File: src/rtl/asm_pre_approx_pipe.sv
// Multi-lane alphabet-set {1,3,5,7} pre-encoder for the ASM multiplier.
// Each nibble becomes (SEL, SL, zero); a one-deep valid/ready register holds the beat.

module asm_pre_approx_lane #(
  parameter int WIDTH   = 32,
  parameter int NIBBLES = WIDTH / 4,
  parameter int TRUNC_W = $clog2(NIBBLES + 1)
) (
  input  logic [WIDTH-1:0]        opnd_i,
  input  logic [TRUNC_W-1:0]      trunc_i,
  output logic [NIBBLES-1:0][1:0] sel_o,
  output logic [NIBBLES-1:0][1:0] sl_o,
  output logic [NIBBLES-1:0]      zero_o,
  output logic [NIBBLES-1:0]      inexact_o
);
  // Result packing: {zero, inexact, sel, sl}. Non-representable values round to nearest.
  function automatic logic [5:0] enc_nib(input logic [3:0] n);
    logic [5:0] r;
    case (n)
      4'd0:    r = 6'b10_00_00;
      4'd1:    r = 6'b00_00_00;
      4'd2:    r = 6'b00_00_01;
      4'd3:    r = 6'b00_01_00;
      4'd4:    r = 6'b00_00_10;
      4'd5:    r = 6'b00_10_00;
      4'd6:    r = 6'b00_01_01;
      4'd7:    r = 6'b00_11_00;
      4'd8:    r = 6'b00_00_11;
      4'd9:    r = 6'b01_00_11;
      4'd10:   r = 6'b00_10_01;
      4'd11:   r = 6'b01_01_10;
      4'd12:   r = 6'b00_01_10;
      4'd13:   r = 6'b01_01_10;
      4'd14:   r = 6'b00_11_01;
      default: r = 6'b01_11_01;
    endcase
    return r;
  endfunction

  for (genvar j = 0; j < NIBBLES; j++) begin : g_nib
    logic [3:0] nib;
    // j < NIBBLES always, so comparing against the raw control equals the min() clamp.
    assign nib = (TRUNC_W'(j) < trunc_i) ? 4'd0 : opnd_i[j*4 +: 4];
    assign {zero_o[j], inexact_o[j], sel_o[j], sl_o[j]} = enc_nib(nib);
  end
endmodule

module asm_pre_approx_pipe #(
  parameter int WIDTH     = 32,
  parameter int LANES     = 4,
  parameter int NIBBLES   = WIDTH / 4,
  parameter int TRUNC_W   = $clog2(NIBBLES + 1),
  parameter int CNT_WIDTH = 16
) (
  input  logic                         clk,
  input  logic                         rst,
  input  logic                         in_valid,
  output logic                         in_ready,
  input  logic [LANES*WIDTH-1:0]       in_data,
  input  logic [TRUNC_W-1:0]           trunc_nib,
  input  logic                         stat_clr,
  output logic                         out_valid,
  input  logic                         out_ready,
  output logic [LANES*NIBBLES*2-1:0]   sel_out,
  output logic [LANES*NIBBLES*2-1:0]   sl_out,
  output logic [LANES*NIBBLES-1:0]     zero_out,
  output logic [CNT_WIDTH-1:0]         inexact_cnt
);
  localparam int POP_W = $clog2(LANES * NIBBLES + 1);
  localparam int EXT_W = ((CNT_WIDTH > POP_W) ? CNT_WIDTH : POP_W) + 1;
  localparam logic [CNT_WIDTH-1:0] CNT_MAX = '1;

  logic [LANES-1:0][NIBBLES-1:0][1:0] sel_d, sel_q, sl_d, sl_q;
  logic [LANES-1:0][NIBBLES-1:0]      zero_d, zero_q, inx_d;
  logic                               vld_q, accept;
  logic [CNT_WIDTH-1:0]               cnt_d, cnt_q;
  logic [POP_W-1:0]                   pop;
  logic [EXT_W-1:0]                   sum;

  for (genvar k = 0; k < LANES; k++) begin : g_lane
    asm_pre_approx_lane #(.WIDTH(WIDTH), .NIBBLES(NIBBLES), .TRUNC_W(TRUNC_W)) u_lane (
      .opnd_i   (in_data[k*WIDTH +: WIDTH]),
      .trunc_i  (trunc_nib),
      .sel_o    (sel_d[k]),
      .sl_o     (sl_d[k]),
      .zero_o   (zero_d[k]),
      .inexact_o(inx_d[k])
    );
  end

  // Ready is forced high in reset, but nothing is accepted there (rst branch wins below).
  assign in_ready = rst || !vld_q || out_ready;
  assign accept   = in_valid && in_ready && !rst;

  always_comb begin
    pop = '0;
    for (int k = 0; k < LANES; k++)
      for (int j = 0; j < NIBBLES; j++)
        pop = pop + POP_W'(inx_d[k][j]);
    sum   = EXT_W'(cnt_q) + EXT_W'(pop);
    cnt_d = cnt_q;
    if (stat_clr)
      cnt_d = '0;
    else if (accept)
      cnt_d = (sum > EXT_W'(CNT_MAX)) ? CNT_MAX : sum[CNT_WIDTH-1:0];
  end

  always_ff @(posedge clk) begin
    if (rst) begin
      vld_q  <= 1'b0;
      sel_q  <= '0;
      sl_q   <= '0;
      zero_q <= '0;
      cnt_q  <= '0;
    end else begin
      if (accept) begin
        sel_q  <= sel_d;
        sl_q   <= sl_d;
        zero_q <= zero_d;
      end
      if (in_ready) vld_q <= in_valid;
      cnt_q <= cnt_d;
    end
  end

  assign out_valid   = vld_q;
  assign sel_out     = sel_q;
  assign sl_out      = sl_q;
  assign zero_out    = zero_q;
  assign inexact_cnt = cnt_q;
endmodule

File: config.mk
export PLATFORM = sky130hd
export DESIGN_NAME = asm_pre_approx_pipe
export DESIGN_NICKNAME = d
export VERILOG_FILES = /design/src/rtl/asm_pre_approx_pipe.sv
export SDC_FILE = /design/constraint.sdc
export NUM_CORES = 1
export LEC_CHECK = 0
export BUFFER_PORTS_ARGS = -buffer_cell sky130_fd_sc_hd__buf_2
export CELL_PAD_IN_SITES_DETAIL_PLACEMENT = 2
export CELL_PAD_IN_SITES_GLOBAL_PLACEMENT = 2
export CORE_MARGIN = 1.5
export CORE_UTILIZATION = 32
export DETAILED_ROUTE_END_ITERATION = 10
export HOLD_SLACK_MARGIN = 0.05
export PLACE_DENSITY_LB_ADDON = 0.1
export SETUP_SLACK_MARGIN = 0.02
export SKIP_LAST_GASP = 1
export SYNTH_ARGS = -nofsm -noshare
export SYNTH_HDL_FRONTEND = slang
export SYNTH_HIERARCHICAL = 1
export SYNTH_SLANG_ARGS = --single-unit
File: constraint.sdc
create_clock -name clk -period 16.8 [get_ports clk]
set_input_delay 0.84 -clock clk [delete_from_list [all_inputs] [get_ports clk]]
set_output_delay 0.84 -clock clk [all_outputs]
set_load 0.01 [all_outputs]
==> flow_summary_export.csv <==
group,metric,value,unit
clocking,cts-buffers-inserted,17,
clocking,clk_pin_slew_worst_paths,0.07,ns
grt,grt_usage,24.70,%
timing,hold_violations,0,
grt,grt_pass1_vias,12120,
setup_path,arrival,7.36,ns
cells_and_area,utilization,39.59,%
timing,drv_slew,0,
timing,fmax,143.2,MHz
setup_path,critPathCaptureType,"flip-flop",
yosys,ys_seq_area_share,31.47,%
timing,min_period,6.983,ns
clocking,clock-root-buffer,"clkbuf_16",
grt,grt_pass1_wl,69.48,mm
status,outcome,"completed",
placement,portBuffers,314,
floorplanning,dieArea,36320,sq um
timing,finalCritPeriodShare,41.57,%
clocking,post_cts_buffers,0,
setup_path,critical_path_class,"in2reg",
grt,antenna_found_initial,8,
yosys,synth_edf_count,0,
cells_and_area,layout_common_cells,"407 x nand2_1, 313 x buf_2, 177 x dfxtp_1",
timing,slew_headroom,35.82,%
yosys,syn_area_per_cell,7.598,sq um
clocking,tritoncts,"done",
timing,setup-violations-final,0,
routing,drc,0,
yosys,yosysWarnings,6,
yosys,synth_seq_cells,177,
routing,postRouteAntennaNets,0,
cells_and_area,final_common_cell,"nand2_1",
grt,grt_overflow,0,
placement,place_congestion,0.7735,
floorplanning,io_pins,315,
floorplanning,start_util,32.52,%
flow_run,drv_cap,0,
setup_path,start_kind,"primary input",
placement,dp_hpwl,33.49,mm
routing,wl,45.15,mm
routing,drt-initial-drc-count,405,
floorplanning,num_rows,68,
grt,grt_max_degree,85,
clocking,cts_buffer_depth,2,
cells_and_area,syn2layout_area_growth,21.73,%
clocking,clk_latency,0.46,ns
yosys,syn_inst,1482,
setup_path,crit_fanout,43,
yosys,synth_cell_types,56,
yosys,synth_nets,1660,
timing,worst_pin_slew,0.9627,ns
power,power_density,79.91,nW/um^2
cells_and_area,drive_above_1_share,22.80,%
floorplanning,die_y,190.6,microns
floorplanning,fp.dieW,190.6,microns
cells_and_area,layout.nets,1929,
cells_and_area,fill_cells,4155,
hold_path,min_path_type,"reg2reg",
routing,wl_per_cell,20.29,microns
setup_path,r2r_start,"inexact_cnt[0]",
routing,routed_via_density,5.240,
clocking,numClockSinks,177,
floorplanning,core,34630,sq um
setup_path,crit_start,"trunc_nib[3]",
setup_path,worstPathRequired,17.17,ns
timing,setup_tns,0,ns
routing,via_count,11660,
timing,rsz0062_at_grt,"no",
yosys,async_reset_ff_share,0,%
power,peakVddDrop,0.00007608,V
timing,fin_skew,0.008312,ns
routing,dr.pass1.iters,5,
clocking,ctsResizeCount,0,
hold_path,hp-start,"zero_out[22]",
yosys,synth-main-ff-cell,"dfxtp_1",
yosys,netlist_area,11260,sq um
clocking,hold_buffers,0,
power,p_leak,6.697,nW
clocking,htreeDepth,4,
==> layout make-up <==
type	instances	area (sq um)	share of cell area [%]
diodes	7	17.52	0.1278
clock inverters	10	112.6	0.8215
well taps	455	569.3	4.153
repair buffers	322	1634	11.92
multi-input cells	1146	7054	51.46
flip-flops and latches	177	3543	25.85
inverters	87	326.6	2.382
clock buffers	21	450.4	3.286
==> metal layers <==
metal | up-vias | GRT usage (%) | share of wire [%]
li1 | 5597 | - | -
met1 | 5795 | 32.40 | 46
met2 | 219 | 41.27 | 48
met3 | 43 | 3.901 | 3.7
met4 | 4 | 7.965 | 2.1
met5 | - | 0 | 0.051
==> cell usage after synthesis (19+ instances only) <==
library cell	instances	share of area [%]
nand3b_1	160	11
a21oi_1	98	4.4
nand2_1	407	14
nand3_1	21	0.93
dfxtp_1	177	31
and3_1	25	1.4
o21ai_0	58	2.6
inv_1	87	2.9
o41ai_1	19	1.5
nor2b_1	38	2.1
fa_1	26	4.6
nor2_1	86	2.9
clkbuf_1	49	1.6
==> per-stage QoR <==
step	cell area (sq um)	instances	hold slack, ns	setup WS (ns)	total power [mW]
3_3_place_gp	13130	2187	0.4592	9.516	0.6864
6_report	13710	2225	0.4749	9.817	1.095
4_1_cts	13690	2218	0.4795	9.779	1.111
3_5_place_dp	13130	2187	0.4653	9.365	0.6931
5_1_grt	13700	2222	0.4940	9.464	1.150
2_1_floorplan	11260	1482	0.4939	10.57	0.5911
==> state kept, by name (all words and copies together), names as in the netlist <==
| register | count |
|---|---|
| zero_out | 32 |
| sl_out | 64 |
| out_valid | 1 |
| sel_out | 64 |
| inexact_cnt | 16 |
==> critical path, cell delays in order <==
cell and delay [ns]:
buf_2 0.07, buf_4 0.46, or2_2 0.29, a21oi_1 0.08
and3_1 0.23, fa_1 0.59, inv_1 0.08, fa_1 0.51
fa_1 0.44, fa_1 0.49, fa_1 0.53, fa_1 0.43
fa_1 0.42, fa_1 0.44, nand2b_1 0.22, a211oi_1 0.25
a211o_1 0.32, nand2_1 0.36, a31oi_1 0.27
==> where the power goes <==
group / switching (mW) / leakage (nW) / internal (mW)
logic: 0.147 / 4.98 / 0.0877
registers: 0.0119 / 1.44 / 0.438
clock network: 0.189 / 0.273 / 0.222
==> logic make-up (layout without fill, tap and decap cells) <==
logic type	Yosys count	after routing	share of synthesized area, %
DFF	177	177	31.47
adders and majority gates	41	41	6.289
buffers and inverters	159	440	5.956
AOI/OAI and AO/OA	293	293	19.16
other	0	7	0
muxes	4	4	0.3556
and+or+nand+nor	785	785	34.99
xor gates and xnor gates	23	23	1.789
==> final timing paths <==
check / endpoint / slack, ns / cells past startpoint
worst max-delay path: inexact_cnt[3] / 9.82 / 19
worst min-delay path: zero_out[22] / 0.47 / 2
worst max register to register: inexact_cnt[3] / 10.99 / 14
worst min register to register: zero_out[22] / 0.47 / 2
No activity file was read; power rests on OpenSTA's default activity.
